$ cat config.mk
export PLATFORM = sky130hd
export DESIGN_NAME = par_serializer
export DESIGN_NICKNAME = d
export VERILOG_FILES = /design/src/rtl/ser_pkg.sv /design/src/rtl/par_serializer_mux_n_to_1.sv /design/src/rtl/par_serializer.sv
export SDC_FILE = /design/constraint.sdc
export NUM_CORES = 1
export LEC_CHECK = 0
export ABC_AREA = 1
export ABC_CLOCK_PERIOD_IN_PS = 1200
export CORE_MARGIN = 5
export CORE_UTILIZATION = 45
export DETAILED_ROUTE_END_ITERATION = 8
export PLACE_DENSITY = 0.78
export SYNTH_ARGS = -nofsm -noshare
export SYNTH_HDL_FRONTEND = slang
export SYNTH_SLANG_ARGS = --single-unit
export TNS_END_PERCENT = 20
$ cat constraint.sdc
create_clock -name clk -period 1.2 [get_ports clk]
set_input_delay 0.12 -clock clk [delete_from_list [all_inputs] [get_ports clk]]
set_output_delay 0.12 -clock clk [all_outputs]
set_load 0.02 [all_outputs]
$ cat src/rtl/ser_pkg.sv
// Shared types and helpers for the parallel-to-serial converter.
package ser_pkg;

  typedef enum logic {
    ST_IDLE  = 1'b0,
    ST_SHIFT = 1'b1
  } state_t;

  // Bit-counter width: enough bits to index WIDTH positions, never zero.
  function automatic int unsigned cnt_width(input int unsigned width);
    return (width <= 2) ? 1 : $clog2(width);
  endfunction

endpackage

$ cat src/rtl/par_serializer_mux_n_to_1.sv
// WIDTH:1 bit select feeding the serial output register; idles when disabled.
module mux_n_to_1
  import ser_pkg::*;
#(
  parameter int unsigned WIDTH    = 4,
  parameter logic        IDLE_BIT = 1'b0,
  localparam int unsigned CW      = cnt_width(WIDTH)
) (
  input  logic [WIDTH-1:0] data,
  input  logic [CW-1:0]    sel,
  input  logic             en,
  output logic             out
);

  assign out = en ? data[sel] : IDLE_BIT;

endmodule

$ cat src/rtl/par_serializer.sv
// Parallel-to-serial converter: valid/ready word intake, one-entry hold buffer,
// one bit per enabled clock with framing and underrun flags.
module par_serializer
  import ser_pkg::*;
#(
  parameter int unsigned WIDTH     = 4,
  parameter bit          MSB_FIRST = 1'b0,
  parameter logic        IDLE_BIT  = 1'b0
) (
  input  logic             clk,
  input  logic             rst,
  input  logic             en,
  input  logic [WIDTH-1:0] din,
  input  logic             din_valid,
  output logic             din_ready,
  output logic             sout,
  output logic             sout_valid,
  output logic             frame_start,
  output logic             underrun
);

  localparam int unsigned CW   = cnt_width(WIDTH);
  localparam logic [CW-1:0] LAST = CW'(WIDTH - 1);

  state_t           state_q, state_d;
  logic [WIDTH-1:0] wreg_q, wreg_d;
  logic [WIDTH-1:0] hreg_q, hreg_d;
  logic [CW-1:0]    cnt_q, cnt_d;
  logic             hold_full_q, hold_full_d;
  logic             sout_q, sout_d;
  logic             sout_valid_q, sout_valid_d;
  logic             frame_start_q, frame_start_d;
  logic             underrun_q, underrun_d;
  logic             ur_pend_q, ur_pend_d;

  logic             accept;
  logic             shifting;
  logic [CW-1:0]    sel;
  logic             mux_out;

  assign din_ready = ~hold_full_q;
  assign accept    = din_valid & ~hold_full_q;
  assign shifting  = (state_q == ST_SHIFT) & en;
  assign sel       = MSB_FIRST ? (LAST - cnt_q) : cnt_q;

  mux_n_to_1 #(
    .WIDTH    (WIDTH),
    .IDLE_BIT (IDLE_BIT)
  ) u_mux (
    .data (wreg_q),
    .sel  (sel),
    .en   (shifting),
    .out  (mux_out)
  );

  // Next-state and output-register inputs.
  always_comb begin
    state_d       = state_q;
    wreg_d        = wreg_q;
    hreg_d        = hreg_q;
    cnt_d         = cnt_q;
    hold_full_d   = hold_full_q;
    sout_d        = mux_out;
    sout_valid_d  = 1'b0;
    frame_start_d = 1'b0;
    underrun_d    = ur_pend_q;
    ur_pend_d     = 1'b0;

    if (state_q == ST_IDLE) begin
      // Hold is always empty here, so a new word goes straight to wreg.
      if (accept) begin
        wreg_d  = din;
        cnt_d   = '0;
        state_d = ST_SHIFT;
      end
    end else begin
      if (en) begin
        sout_valid_d  = 1'b1;
        frame_start_d = (cnt_q == '0);
      end
      if (en && (cnt_q == LAST)) begin
        cnt_d = '0;
        if (hold_full_q) begin
          wreg_d      = hreg_q;
          hold_full_d = 1'b0;
          if (accept) begin
            hreg_d      = din;
            hold_full_d = 1'b1;
          end
        end else if (accept) begin
          wreg_d = din;
        end else begin
          state_d   = ST_IDLE;
          ur_pend_d = 1'b1;
        end
      end else begin
        if (en) begin
          cnt_d = cnt_q + CW'(1);
        end
        if (accept) begin
          hreg_d      = din;
          hold_full_d = 1'b1;
        end
      end
    end
  end

  // State and output registers, synchronous reset.
  always_ff @(posedge clk) begin
    if (rst) begin
      state_q       <= ST_IDLE;
      wreg_q        <= '0;
      hreg_q        <= '0;
      cnt_q         <= '0;
      hold_full_q   <= 1'b0;
      sout_q        <= IDLE_BIT;
      sout_valid_q  <= 1'b0;
      frame_start_q <= 1'b0;
      underrun_q    <= 1'b0;
      ur_pend_q     <= 1'b0;
    end else begin
      state_q       <= state_d;
      wreg_q        <= wreg_d;
      hreg_q        <= hreg_d;
      cnt_q         <= cnt_d;
      hold_full_q   <= hold_full_d;
      sout_q        <= sout_d;
      sout_valid_q  <= sout_valid_d;
      frame_start_q <= frame_start_d;
      underrun_q    <= underrun_d;
      ur_pend_q     <= ur_pend_d;
    end
  end

  assign sout        = sout_q;
  assign sout_valid  = sout_valid_q;
  assign frame_start = frame_start_q;
  assign underrun    = underrun_q;

endmodule

==> reports/metrics.yaml <==
min_path_type: "reg2reg"
worstPathMaxFanout: 14
syn_avg_cell_area_um2: 7.310
synth-seq-cells: 17
core_area_um2: 1689
clkSinkCount: 17
cp_slowest_cell: "dfxtp_1"
worstSetupStartpointType: "register"
io_buffers: 12
wire_per_inst_um: 11.55
place_hpwl_um: 1230
drc: 0
fill_cells: 166
crit_type: "reg2reg"
track_usage_pct: 14.58
die_x_um: 51.89
swShare_pct: 28.37
dieArea_um2: 2692
final_layout_size_suffix_gt1_share_pct: 14.29
synth_nets: 118
crit_buf_inv: 0
drv_slew: 0
overflow: 0
die_h_um: 51.89
seq_area_frac_synth_pct: 43.11
multi_input_area_um2: 360.3
hold_buffers: 0
htree_levels: 1
switchingPower_mw: 0.3286
cts_tree: "yes"
dp_slack_ns: -0.06694
diodes: 0
min_period_ns: 1.134
ys_types: 18
synth_top_family_by_area: "simple AND/OR/NAND/NOR gates"
ys.warnings.count: 0
cpPeakStageDelay_ns: 0.37
wirelength_um: 1652
vias: 730
antenna_found_initial: 0
end_kind: "register"
yosys.area_share.adder_pct: 3.170
rsz0062_at_grt: "yes"
cts.root.buffer_cell: "clkbuf_4"
skew_ns: 0.001846
synth_cells: 108
power_density_nw_per_um2: 1176
leakagePower_nw: 0.4579
final_net_count: 137
seqPwrFrac_pct: 54.5
dp_cells: 139
final-hold-violation-count: 0
synthMuxAreaShare_pct: 0
intPower_mw: 0.8297
placed_area_um2: 949.7
final_cell_mix: "nand2_1 (22), nor2_1 (17), dfxtp_1 (15)"
cp_cell_sequence: "ha_2, nand2_2, nand2_8, nor2_4, a21oi_1, nor2_1"
grt_max_degree: 15
cts_buffer_depth: 2
io-pin-count: 13
vdd_drop_max_uv: 465.7
grt_pass1_vias: 681
final_cells: 143
fin_crit_sh_pct: 94.51
dr.first_iter.drc_count: 17
viasPerCell: 5.105
p_clk_share_pct: 26.5
netlist_area_um2: 789.5
combPwrFrac_pct: 18.9
synth_compound_area_share_pct: 10.30
tightest_slew_ns: 0.2596
row_count: 15
cts_made_buffers: 3
first_pass_iters: 4
place_congestion: 0.7995
initial_core_util_pct: 46.74
setup-tns-final_ns: 0
cts_setup_buffers: 0
cp.required_ns: 1.40
crit_arrival_ns: 1.33
total_power_mw: 1.158
ant_nets: 0
slew_headroom_pct: 82.64
regArea_um2: 342.8
outcome: "complete, no violations"
synthSimpleGateAreaFrac_pct: 30.74
synth_xor_area_share_pct: 0
final_common_cell: "nand2_1"
fin_area_um2: 984.7
clkSlewWorstSetupHoldPaths_ns: 0.09
grt_pass1_wl_um: 2835
setup_violations: 0
fmax_mhz: 881.7
clock_latency_ns: 0.29
fin_ws_ns: 0.06584
maxCapViolCount: 0
area_growth_syn_to_layout_pct: 24.72
crit_family: "flip-flops"
## flip-flops by register name (all words and copies together), names as in the netlist
| name | flops |
|---|---|
| wreg_q | 4 |
| cnt_q | 2 |
| underrun_d | 1 |
| hreg_q | 4 |
| frame_start | 1 |
| underrun | 1 |
| state_q | 1 |
| sout_valid | 1 |
| hold_full_q | 1 |
| sout | 1 |
## tightest hold or removal path: stages (launching register included)
cell and delay (ns):
dfxtp_1 0.31, inv_1 0.04, nor2_1 0.03
## synth_stat cells (all sizes together)
library cell / instances / area share (%)
o21ai: 8 / 5.1
a31oi: 1 / 0.79
nor2: 18 / 9.5
inv: 15 / 7.8
dfxtp: 17 / 43
nor4: 1 / 0.79
nand2: 25 / 14
nand3: 10 / 6.3
ha: 2 / 3.2
buf: 4 / 4.9
a21oi: 7 / 4.4
## logic make-up (layout without fill, tap and decap cells)
kind of cell             Yosys count  after routing
AO/OA/AOI/OAI                     16             16
AND/OR/NAND/NOR                   54             54
flip-flops                        17             17
buffers and inverters             19             37
adder cells (fa/ha/maj)            2              2
## power groups by stage
stage | logic, mW | clock network [mW] | registers [mW]
final | 0.219 | 0.307 | 0.632
after global routing | 0.245 | 0.343 | 0.637
after CTS | 0.215 | 0.314 | 0.628
after detailed placement | 0.217 | 0 | 0.641
after global placement | 0.210 | 0 | 0.640
after floorplan | 0.152 | 0 | 0.631
## metrics by stage
step	hold slack, ns	util [%]
floorplan	0.1894	-
global placement	0.3981	56.22
detailed placement	0.3984	56.22
CTS	0.4138	57.48
global route	0.4408	58.30
finish	0.4111	58.30
## layout make-up
type / count / area share, %
multi-input combinational: 72 / 36.59
sequential: 17 / 34.82
timing repair buffer: 18 / 17.53
inverter: 15 / 6.226
clock buffer: 4 / 2.668
tap: 17 / 2.160
## final timing paths
kind	from	to	slack [ns]	depth (start not counted)
setup / recovery	cnt_q[1]$_SDFFE_PP0P_	hold_full_q$_SDFFE_PP0P_	0.07	6
hold / removal	underrun_d$_SDFF_PP0_	underrun$_SDFF_PP0_	0.41	2
setup reg to reg	cnt_q[1]$_SDFFE_PP0P_	hold_full_q$_SDFFE_PP0P_	0.07	6
hold reg to reg	underrun_d$_SDFF_PP0_	underrun$_SDFF_PP0_	0.41	2
## layer usage
metal	part of all wire, %	routed length, um	track usage (%)	vias up
li1	-	-	-	375
met1	43	711	16.87	326
met2	47	769	23.64	23
met3	7.3	121	3.725	6
met4	3.0	50	9.170	0
met5	0	0	0	-
## timing repair
| action | CTS | global route |
|---|---|---|
| gates cloned | 0 | 0 |
| resized for setup | 6 | 4 |
| endpoints found under the setup margin | 5 | 9 |
Power figures use the tool's default switching activity.
